File: config.mk
export PLATFORM = sky130hd
export DESIGN_NAME = mem_access
export DESIGN_NICKNAME = d
export VERILOG_FILES = /design/src/rtl/mem_access.sv
export SDC_FILE = /design/constraint.sdc
export NUM_CORES = 1
export LEC_CHECK = 0
export CAP_MARGIN = 20
export CORE_MARGIN = 3
export CORE_UTILIZATION = 46
export CTS_CLUSTER_SIZE = 28
export DETAILED_ROUTE_END_ITERATION = 8
export PLACE_DENSITY = 0.91
export SLEW_MARGIN = 0
export SYNTH_ARGS = -nofsm -noshare
export SYNTH_HDL_FRONTEND = slang
export SYNTH_SLANG_ARGS = --single-unit
File: constraint.sdc
create_clock -name clk -period 6.4 [get_ports clk]
set_input_delay 0.64 -clock clk [delete_from_list [all_inputs] [get_ports clk]]
set_output_delay 0.64 -clock clk [all_outputs]
set_load 0.05 [all_outputs]
File: src/rtl/mem_access.sv
// Memory-access stage: runs one word-aligned req/ack data-memory transaction per op
// and hands the captured word plus op info to load extraction over valid/ready.
module mem_access #(
  parameter int TIMEOUT_CYCLES = 255
) (
  input  logic        clk,
  input  logic        rst,
  input  logic        in_valid,
  output logic        in_ready,
  input  logic [31:0] alu_result,
  input  logic [31:0] store_data,
  input  logic [2:0]  info_load,
  input  logic [1:0]  info_store,
  output logic        mem_req,
  output logic        mem_we,
  output logic [31:0] mem_addr,
  output logic [31:0] mem_wdata,
  output logic [3:0]  mem_be,
  input  logic        mem_ack,
  input  logic [31:0] mem_rdata,
  output logic        out_valid,
  input  logic        out_ready,
  output logic [31:0] addr_data,
  output logic [1:0]  addr_rem,
  output logic [2:0]  info_load_out,
  output logic [31:0] alu_result_out,
  output logic        misaligned,
  output logic        bus_err
);

  typedef enum logic [1:0] {IDLE, BUS, RESP} state_t;

  localparam logic [2:0] LD_B  = 3'b000;
  localparam logic [2:0] LD_H  = 3'b001;
  localparam logic [2:0] LD_W  = 3'b010;
  localparam logic [2:0] LD_BU = 3'b100;
  localparam logic [2:0] LD_HU = 3'b101;

  localparam logic [1:0] ST_NONE = 2'b00;
  localparam logic [1:0] ST_B    = 2'b01;
  localparam logic [1:0] ST_H    = 2'b10;
  localparam logic [1:0] ST_W    = 2'b11;

  localparam int CW = (TIMEOUT_CYCLES > 1) ? $clog2(TIMEOUT_CYCLES) : 1;
  localparam logic [CW-1:0] CNT_LAST = CW'(TIMEOUT_CYCLES - 1);

  state_t        state, state_next;
  logic [CW-1:0] cnt;
  logic          load_q;

  logic          is_store, is_load, word_op, half_op, mis;
  logic [1:0]    rem;
  logic [3:0]    be;
  logic [31:0]   wdata;
  logic          accept, timeout;

  // Decode of the incoming op; a store code overrides any load code.
  always_comb begin
    // NOTE: every variable written in a comb block gets a default first, so no path can infer a latch.
    is_store = (info_store != ST_NONE);
    is_load  = !is_store && (info_load inside {LD_B, LD_H, LD_W, LD_BU, LD_HU});
    rem      = alu_result[1:0];
    word_op  = (info_store == ST_W) || (is_load && info_load == LD_W);
    half_op  = (info_store == ST_H) || (is_load && (info_load == LD_H || info_load == LD_HU));
    mis      = (word_op && rem != 2'd0) || (half_op && rem == 2'd3);
    be       = 4'b0000;
    case (info_store)
      ST_B:    be = 4'b0001 << rem;
      ST_H:    be = 4'b0011 << rem;
      ST_W:    be = 4'b1111;
      default: be = 4'b0000;
    endcase
    wdata = is_store ? (store_data << {rem, 3'b000}) : 32'd0;
  end

  assign accept  = in_valid && in_ready;
  assign timeout = (state == BUS) && !mem_ack && (cnt == CNT_LAST);

  always_ff @(posedge clk or posedge rst) begin
    // NOTE: sequential state uses non-blocking assignments so every register samples pre-edge values.
    if (rst) state <= IDLE;
    else     state <= state_next;
  end

  always_comb begin
    state_next = state;
    case (state)
      IDLE: if (accept) state_next = ((is_load || is_store) && !mis) ? BUS : RESP;
      BUS:  if (mem_ack || timeout) state_next = RESP;
      RESP: if (out_ready) state_next = IDLE;
      default: state_next = IDLE;
    endcase
  end

  // in_ready is also held low while reset is asserted so every output reads 0 in reset.
  always_comb begin
    in_ready  = (state == IDLE) && !rst;
    mem_req   = (state == BUS);
    out_valid = (state == RESP);
  end

  always_ff @(posedge clk or posedge rst) begin
    if (rst) begin
      cnt            <= '0;
      load_q         <= 1'b0;
      mem_we         <= 1'b0;
      mem_addr       <= 32'd0;
      mem_wdata      <= 32'd0;
      mem_be         <= 4'b0000;
      addr_data      <= 32'd0;
      addr_rem       <= 2'd0;
      info_load_out  <= 3'd0;
      alu_result_out <= 32'd0;
      misaligned     <= 1'b0;
      bus_err        <= 1'b0;
    end else begin
      case (state)
        IDLE: if (accept) begin
          cnt            <= '0;
          load_q         <= is_load;
          mem_we         <= is_store;
          mem_addr       <= {alu_result[31:2], 2'b00};
          mem_wdata      <= wdata;
          mem_be         <= be;
          addr_data      <= 32'd0;
          addr_rem       <= rem;
          info_load_out  <= info_load;
          alu_result_out <= alu_result;
          misaligned     <= (is_load || is_store) && mis;
          bus_err        <= 1'b0;
        end
        BUS: begin
          if (mem_ack) begin
            addr_data <= load_q ? mem_rdata : 32'd0;
          end else if (timeout) begin
            addr_data <= 32'd0;
            bus_err   <= 1'b1;
          end else begin
            cnt <= cnt + 1'b1;
          end
        end
        RESP: if (out_ready) begin
          misaligned <= 1'b0;
          bus_err    <= 1'b0;
        end
        default: ;
      endcase
    end
  end

endmodule

==> reports/results.tsv <==
metric	value	unit
worst skew pair latency	400	ps
maximum VDD drop	0.3659	mV
Setup CP Type	flip-flop to output port	
#FFs+latches synth	117	
slew margin rel.	0.3475	
CP endpoint kind	output port	
via/cell ratio	5.246	
Vert. Die Dim	117.4	um
max-cap violation count	0	
Final ANT Viol Nets	0	
Achievable Freq	346.9	MHz
drt wl/cell	17.64	um
Layout area overhead	51.62	%
Max Root-Sink Buffers	2	
setup bufs post-CTS	0	
Post-synth top cells	nand2_1, dfrtp_1, inv_1	
cts repair resizes	0	
core area	12060	um2
startpoint types	flip-flop	
Yosys top cell by area	dfrtp_1	
reg2reg setup slack	3550	ps
# fillers	844	
Synth Flop Type	dfrtp_1	
Unique masters post-synth	49	
Slew @ Worst Pin	971.2	ps
post-synth top area share	0.5125	
pwr dens	525.0	nW/um2
total gr overflow	0	
routability cong.	0.8295	
layout cells sized above 1	0.06559	
CP endpoint	in_ready	
IO buf count	246	
initial antenna violation count	0	
CTS root buffer	clkbuf_16	
fin worst setup slack	3518	ps
count leader, synth	nand2_1	
synth warn	0	
All-Layer GR Usage	0.2465	
CTS clk-pin slew, worst paths	60	ps
RR Startpoint	state[1]$_DFFE_PP0P_	
Setup violations, final	0	
sequential area share after synthesis	0.5125	
largest net degree at the start of global routing	71	
Leakage	3.883	nW
Fin. Hold Viols	0	
Hold Crit Class	flip-flop to flip-flop	
Worst Path Required	5760	ps
Register-to-Register Path Depth	6	
main area contributors after synthesis	dfrtp_1, nand2_1, mux2i_1	
Slew Limit Fails	0	
ys async rst share	1.000	
CTS tree	built	
fin crit period	2882	ps
via count	5120	
chip width	117.4	um
RSZ-0062 raised after global routing	no	
detailed placement HPWL	12310	um
ANT cells	0	
status	completed	
# nets final	909	
die area	13790	um2
setup TNS	0	ps
number of synthesized flops with an enable pin	0	
CTS Sinks	117	
Avg Synthesized Cell Area	9.699	um2
CTS Hold Buffers Added	0	
first-pass GRT wire length	27560	um
cells after synthesis	589	
final WL	17220	um
# DRC	0	
drt initial violations	360	
I/O pin cnt	249	
Initial Util	0.4737	
# H-tree levels	4	
worst setup slack after placement	3194	ps
Max Clock Skew	4.649	ps
worst path arrival time	2240	ps
reg-to-reg endpoint	cnt[7]$_DFFE_PP0P_	
Final Cycle Share	0.4504	
Crit Path Max Fanout	8	
Placement Rows	40	
CP Launch Point	state[1]$_DFFE_PP0P_	
CTS Buf Count	17	
Post-Syn Area	5713	um2
TritonRoute pass-1 iters	5	
vias in the first global route	5213	
through the flow:
step,hold WS [ps],power [mW],cell area (um2),std cells,utilization
after CTS,481.8,4.569,8647,975,0.7169
after global routing,502.3,4.716,8662,976,0.7182
final,476.9,4.547,8662,976,0.7182
after detailed placement,469.7,3.546,8023,943,0.6651
after floorplan,431.6,2.823,5717,590,-
after global placement,457.3,3.496,8023,943,0.6651
cells by family (layout without fill, tap and decap cells):
logic type | Yosys count | after routing | synth area share
AOI/OAI and AO/OA | 91 | 91 | 0.1049
adders and majority gates | 8 | 8 | 0.01752
buffers and inverters | 106 | 324 | 0.09680
DFF | 117 | 117 | 0.5125
muxes | 49 | 49 | 0.1034
other | 1 | 2 | 0.0006564
and+or+nand+nor | 217 | 217 | 0.1643
flip-flops by register name, summed over array words and instances (netlist names):
register	cells
alu_result_out	31
mem_be	4
addr_data	32
mem_wdata	32
mem_we	1
state	2
cnt	8
info_load_out	3
misaligned	1
addr_rem	1
load_q	1
bus_err	1
cell type report:
| cell class | instances | area [um2] | area share |
|---|---|---|---|
| Clock inverter | 13 | 181.4 | 0.02094 |
| Multi-Input combinational cell | 367 | 2245 | 0.2591 |
| Inverter | 42 | 160.2 | 0.01849 |
| Clock buffer | 19 | 442.9 | 0.05113 |
| Sequential cell | 117 | 2928 | 0.3380 |
| Tap cell | 168 | 210.2 | 0.02427 |
| Timing Repair Buffer | 250 | 2495 | 0.2880 |
layout by cell type, fill, tap and decap left out, types with 2 or more instances in the layout:
cell               n
nand3_1            7
nor2b_1           12
a211oi_1           9
clkinvlp_4         5
clkbuf_16         17
o21ai_0           32
inv_1             41
a21boi_0           2
a31oi_1            3
ha_1               8
nand2b_1           3
mux2i_1           41
mux4_2             8
clkinv_2           3
nor2_1             7
o31ai_1            2
or2_2              2
a21oi_1           14
buf_4              3
a22oi_1            2
nand3b_1           2
nand4_1            2
conb_1             2
nand4b_1           2
clkdlybuf4s50_1  245
bufinv_16          4
dfrtp_1          117
nand2_1          165
or3_1              2
a22o_1            16
nor3_1             3
critical path: stages (launching register included):
cell	delay, ps
dfrtp_1	430
inv_1	100
ha_1	300
inv_1	90
nor2_1	110
clkdlybuf4s50_1	810
routing by layer:
layer | track usage | wire (um) | vias up
met5 | 0 | 0 | -
met2 | 0.4263 | 8920 | 280
li1 | - | - | 2341
met4 | 0.09457 | 327 | 0
met3 | 0.06075 | 1309 | 29
met1 | 0.2980 | 6660 | 2470
worst min path at each step:
stage	from	endpoint	slack (ps)	depth (start not counted)
after floorplan	load_q$_DFFE_PP0P_	load_q$_DFFE_PP0P_	430	2
after global placement	load_q$_DFFE_PP0P_	load_q$_DFFE_PP0P_	460	2
after detailed placement	mem_wdata[15]$_DFFE_PP0P_	mem_wdata[15]$_DFFE_PP0P_	470	2
after CTS	mem_wdata[15]$_DFFE_PP0P_	mem_wdata[15]$_DFFE_PP0P_	480	2
after global routing	bus_err$_DFFE_PP0P_	bus_err$_DFFE_PP0P_	500	1
final	mem_wdata[15]$_DFFE_PP0P_	mem_wdata[15]$_DFFE_PP0P_	480	2
where the power goes:
| part | leakage [nW] | switching (mW) | total, mW | internal, mW |
|---|---|---|---|---|
| Sequential | 1.54 | 0.184 | 1.15 | 0.968 |
| Clock | 0.291 | 0.341 | 1.00 | 0.660 |
| Combinational | 2.05 | 1.62 | 2.39 | 0.772 |
| Total | 3.88 | 2.15 | 4.55 | 2.40 |
Power figures use the tool's default switching activity.
